`src/rtl/placement_pkg.sv`:
```
// Shared types and defaults for the annealing placer position-swap path.
package placement_pkg;

    localparam int unsigned N_NODE_DEF = 14;
    localparam int unsigned POS_DW     = 32;
    localparam int unsigned IDX_AW     = 32;

    typedef enum logic [2:0] {
        StIdle,
        StRdA,
        StRdB,
        StWrA,
        StWrB,
        StFin
    } swap_state_e;

endpackage

```
`src/rtl/pos_swap_ctrl.sv`:
```
// Swap engine: reads (x,y) of two nodes from the pos_X/pos_Y memories and writes them back
// exchanged. Optional macro SWAP_BOUNDS_CHECK_EN rejects out-of-range indices with err.
module pos_swap_ctrl
    import placement_pkg::*;
#(
    parameter int unsigned N_NODE = N_NODE_DEF,
    parameter int unsigned DW     = POS_DW,
    parameter int unsigned AW     = IDX_AW
) (
    input  logic          clk,
    input  logic          reset_n,
    input  logic          start,
    input  logic [AW-1:0] node_a,
    input  logic [AW-1:0] node_b,
    output logic          busy,
    output logic          done,
    output logic          err,
    output logic          mem_read,
    output logic          mem_write,
    output logic [AW-1:0] mem_addr,
    output logic [DW-1:0] mem_wdata_x,
    output logic [DW-1:0] mem_wdata_y,
    input  logic [DW-1:0] mem_rdata_x,
    input  logic [DW-1:0] mem_rdata_y
);

    swap_state_e   state_q, state_d;
    logic [AW-1:0] idx_a_q, idx_b_q;
    logic [DW-1:0] tmp_x_q, tmp_y_q;
    logic          reject;

`ifdef SWAP_BOUNDS_CHECK_EN
    logic err_q;
    assign reject = (node_a >= AW'(N_NODE)) || (node_b >= AW'(N_NODE));
`else
    assign reject = 1'b0;
`endif

    // State, captured indices and A's data held across the write phase
    always_ff @(posedge clk or negedge reset_n) begin
        if (!reset_n) begin
            state_q <= StIdle;
            idx_a_q <= '0;
            idx_b_q <= '0;
            tmp_x_q <= '0;
            tmp_y_q <= '0;
        end else begin
            state_q <= state_d;
            if (state_q == StIdle && start) begin
                idx_a_q <= node_a;
                idx_b_q <= node_b;
            end
            // A's data arrives from the memory while we issue B's read
            if (state_q == StRdB) begin
                tmp_x_q <= mem_rdata_x;
                tmp_y_q <= mem_rdata_y;
            end
        end
    end

`ifdef SWAP_BOUNDS_CHECK_EN
    // Remember whether the accepted request was rejected, reported during FIN
    always_ff @(posedge clk or negedge reset_n) begin
        if (!reset_n) begin
            err_q <= 1'b0;
        end else if (state_q == StIdle && start) begin
            err_q <= reject;
        end
    end
    assign err = (state_q == StFin) && err_q;
`else
    assign err = 1'b0;
`endif

    // Next-state sequencing; self-swap and rejected requests skip all memory traffic
    always_comb begin
        state_d = state_q;
        unique case (state_q)
            StIdle: begin
                if (start) begin
                    if (reject || node_a == node_b) state_d = StFin;
                    else                            state_d = StRdA;
                end
            end
            StRdA:   state_d = StRdB;
            StRdB:   state_d = StWrA;
            StWrA:   state_d = StWrB;
            StWrB:   state_d = StFin;
            StFin:   state_d = StIdle;
            default: state_d = StIdle;
        endcase
    end

    // Memory control and status decoded from the state register only
    always_comb begin
        busy        = 1'b0;
        done        = 1'b0;
        mem_read    = 1'b0;
        mem_write   = 1'b0;
        mem_addr    = '0;
        mem_wdata_x = '0;
        mem_wdata_y = '0;
        unique case (state_q)
            StRdA: begin
                busy     = 1'b1;
                mem_read = 1'b1;
                mem_addr = idx_a_q;
            end
            StRdB: begin
                busy     = 1'b1;
                mem_read = 1'b1;
                mem_addr = idx_b_q;
            end
            StWrA: begin
                // B's data is on the read port this cycle; pass it straight through
                busy        = 1'b1;
                mem_write   = 1'b1;
                mem_addr    = idx_a_q;
                mem_wdata_x = mem_rdata_x;
                mem_wdata_y = mem_rdata_y;
            end
            StWrB: begin
                busy        = 1'b1;
                mem_write   = 1'b1;
                mem_addr    = idx_b_q;
                mem_wdata_x = tmp_x_q;
                mem_wdata_y = tmp_y_q;
            end
            StFin:   done = 1'b1;
            default: ;
        endcase
    end

endmodule

```
`config.mk`:
```
export PLATFORM = sky130hd
export DESIGN_NAME = pos_swap_ctrl
export DESIGN_NICKNAME = d
export VERILOG_FILES = /design/src/rtl/placement_pkg.sv /design/src/rtl/pos_swap_ctrl.sv
export SDC_FILE = /design/constraint.sdc
export NUM_CORES = 1
export LEC_CHECK = 0
export CAP_MARGIN = 20
export CORE_MARGIN = 2
export CORE_UTILIZATION = 40
export CTS_CLUSTER_DIAMETER = 50
export DETAILED_ROUTE_END_ITERATION = 8
export PLACE_DENSITY = 0.85
export SYNTH_ARGS = -nofsm -noshare
export SYNTH_HDL_FRONTEND = slang
export SYNTH_SLANG_ARGS = --single-unit
```
`constraint.sdc`:
```
create_clock -name clk -period 1.9 [get_ports clk]
set_clock_uncertainty 0.2 [all_clocks]
set_input_delay 0.38 -clock clk [delete_from_list [all_inputs] [get_ports clk]]
set_output_delay 0.38 -clock clk [all_outputs]
set_load 0.03 [all_outputs]
```
==> results.cfg <==
[outcome]
outcome = finished with violations
violations = setup timing

[drt]
viasPerCell = 5.351
drc = 0
wl_per_cell_um = 22.26
drt_iter0_markers = 145
vias = 5223
dr.pass1.iters = 6
routed_wl_mm = 21.72
drt.antenna.violating_nets = 0

[power]
leakagePower_nw = 5.267
power.density_nw_per_um2 = 1867
ir_worst_vdd_mv = 1.597

[floorplan]
die-area_um2 = 16650
floorplan.initialDensity_pct = 40.99
die_w_um = 129.0
rows = 45
io_pins = 232
coreArea_um2 = 15260
die_h_um = 129.0

[global_routing]
antenna_found_initial = 0
grtUsageMet3_pct = 8.588
use_met2_pct = 45.88
grt_pass1_wl_mm = 32.74
grtUsageMet1_pct = 29.31
top_usage_layer = met2
grt_pass1_vias = 5917
grt_overflow = 0
grt_usage_pct = 25.75
grt_max_degree = 52

[place]
pre_cts_ws_ns = -0.5888
io_buffers = 230
gp_congestion = 0.7897
dp_hpwl_mm = 12.60
dp_cells = 898

[job]
cap_viol_max_count = 0

[yosys]
synth.yosys.seq_area_share_pct = 52.41
synthesis.area_um2 = 6255
ys_seq_elements = 131
syn_nets = 589
synthArstFlopShare_pct = 100.0
dominantRegCellSynth = dfrtp_1
syn_inst = 458
synth.distinct_cells = 27
yosysWarnings = 0
synth_edf_count = 0
avgSynthCellArea_um2 = 13.66

[setup_path]
cp.arrival_ns = 1.88
critical_path_class = flop to output port
required_ns = 1.32
cp-start-kind = flop
r2r_cells = 10
cp-end-kind = output port
cp_max_fo = 14

[final_layout]
layout-drive-gt1-share_pct = 58.82
finalNonFillerCells = 976
multi_input_area_um2 = 3791
final_nets = 883
n_fill_cell = 869
seqCellArea_um2 = 3278
diodes = 0
syn_to_final_growth_pct = 86.94

[cts]
path_clk_slew_ns = 0.06
numCtsBuffers = 17
cts.path.max_buffers = 2
clkSinkCount = 131
clkLatencyLatePin_ns = 0.41
h-tree-depth = 4
cts_tree = built
root_buffer = clkbuf_16

[timing]
fin_crit_sh_pct = 129.7
period_needed_ns = 2.464
fmax_mhz = 405.8
setup_viol = 217
timing_hold_violations_final = 0
rsz0062_at_grt = yes
maxSlewViolCount = 0
fin_ws_ns = -0.5643

[min_path]
worstHoldPathType = primary input to asynchronous set/reset pin
[through the flow]
stage / util (%) / power (mW) / setup TNS [ns] / hold slack (ns) / area, um^2
2_1_floorplan: - / 12.14 / -5.843 / -0.1156 / 7107
3_3_place_gp: 62.96 / 14.92 / -24.38 / 0.09213 / 9607
3_5_place_dp: 62.96 / 15.20 / -28.46 / 0.1029 / 9607
4_1_cts: 75.21 / 21.36 / -79.34 / 0.2193 / 11480
5_1_grt: 76.63 / 22.76 / -84.78 / 0.2303 / 11690
6_report: 76.63 / 21.83 / -69.25 / 0.2235 / 11690
[state kept, by name, summed over array words and instances, names as in the netlist]
register  count
idx_b_q      32
tmp_x_q      32
state_q       3
tmp_y_q      32
idx_a_q      32
[layout by cell type (no fill, tap or decap), types with 2 or more instances in the layout]
cell,netlist,routed
xnor2_1,17,16
nand3_1,3,2
mux2_4,0,66
xor2_1,16,16
buf_16,0,10
buf_8,0,6
mux2_2,128,62
and2_4,0,3
clkinvlp_4,0,5
clkdlybuf4s50_1,0,129
clkinv_4,0,2
nor4_1,4,3
nand4_1,3,3
clkinv_2,0,6
a22o_1,96,6
dfrtp_1,131,131
clkbuf_16,0,23
or2_4,0,2
nor3_1,2,2
nor2_2,0,2
o21ai_0,2,2
buf_6,1,109
buf_4,12,24
a22o_2,0,11
buf_12,0,29
a22o_4,0,79
[timing repair]
action	CTS	global route
gates resized for setup	187	47
gates cloned	15	6
pin swaps	7	6
hold buffers	1	0
endpoints found under the setup margin	207	229
buffers inserted	23	12
endpoints found under the hold margin	80	0
[final timing paths]
path	start	endpoint	slack, ns
setup / recovery	state_q[0]	mem_write	-0.56
hold / removal	reset_n	tmp_x_q[26]	0.22
setup reg to reg	state_q[0]	tmp_y_q[9]	-0.25
hold reg to reg	tmp_y_q[28]	tmp_y_q[28]	0.31
max in group asynchronous	reset_n	tmp_y_q[13]	0.70
min in group clk	tmp_y_q[28]	tmp_y_q[28]	0.31
[critical path, stage by stage, from the launching register on]
cell     delay, ns
dfrtp_1       0.40
buf_4         0.15
nor2b_4       0.12
and2_4        0.23
buf_12        0.18
or2_4         0.25
buf_12        0.14
[where the power goes]
part	internal, mW	switching, mW
clock	1.82	1.27
sequential	4.26	1.09
combinational	7.70	5.69
total	13.8	8.05
[Yosys cell counts (all sizes together), types with 3 or more instances]
master,number,area [um^2]
a22o,96,840.8
and2,3,18.77
buf,29,181.4
clkbuf,10,37.54
dfrtp,131,3278
mux2,128,1441
nand3,3,15.01
nand4,3,18.77
nor2,3,11.26
nor3,3,20.02
nor4,4,25.02
xnor2,17,148.9
xor2,16,140.1
[layer usage]
layer  up-vias  share of wire (%)
li1       2331                  -
met4         0                1.6
met3        35                8.1
met5         -                  0
met2       212                 52
met1      2645                 38
[kinds of logic (layout without fill, tap and decap cells)]
| logic type | count (synthesis) | in the layout | synth area share, % |
|---|---|---|---|
| mux | 128 | 128 | 23.04 |
| xor+xnor | 33 | 33 | 4.621 |
| buf+inv | 39 | 346 | 3.501 |
| simple gates | 26 | 26 | 2.521 |
| compound gates | 100 | 100 | 13.84 |
| flops | 131 | 131 | 52.41 |
| other cells | 1 | 1 | 0.05995 |
[area by class of cell]
| type | instances | area share (%) |
|---|---|---|
| well taps | 211 | 2.258 |
| clock inverters | 14 | 0.9845 |
| repair buffers | 314 | 32.54 |
| multi-input cells | 288 | 32.42 |
| clock buffers | 18 | 3.756 |
| flip-flops and latches | 131 | 28.04 |
(Power assumes the default switching activity.)
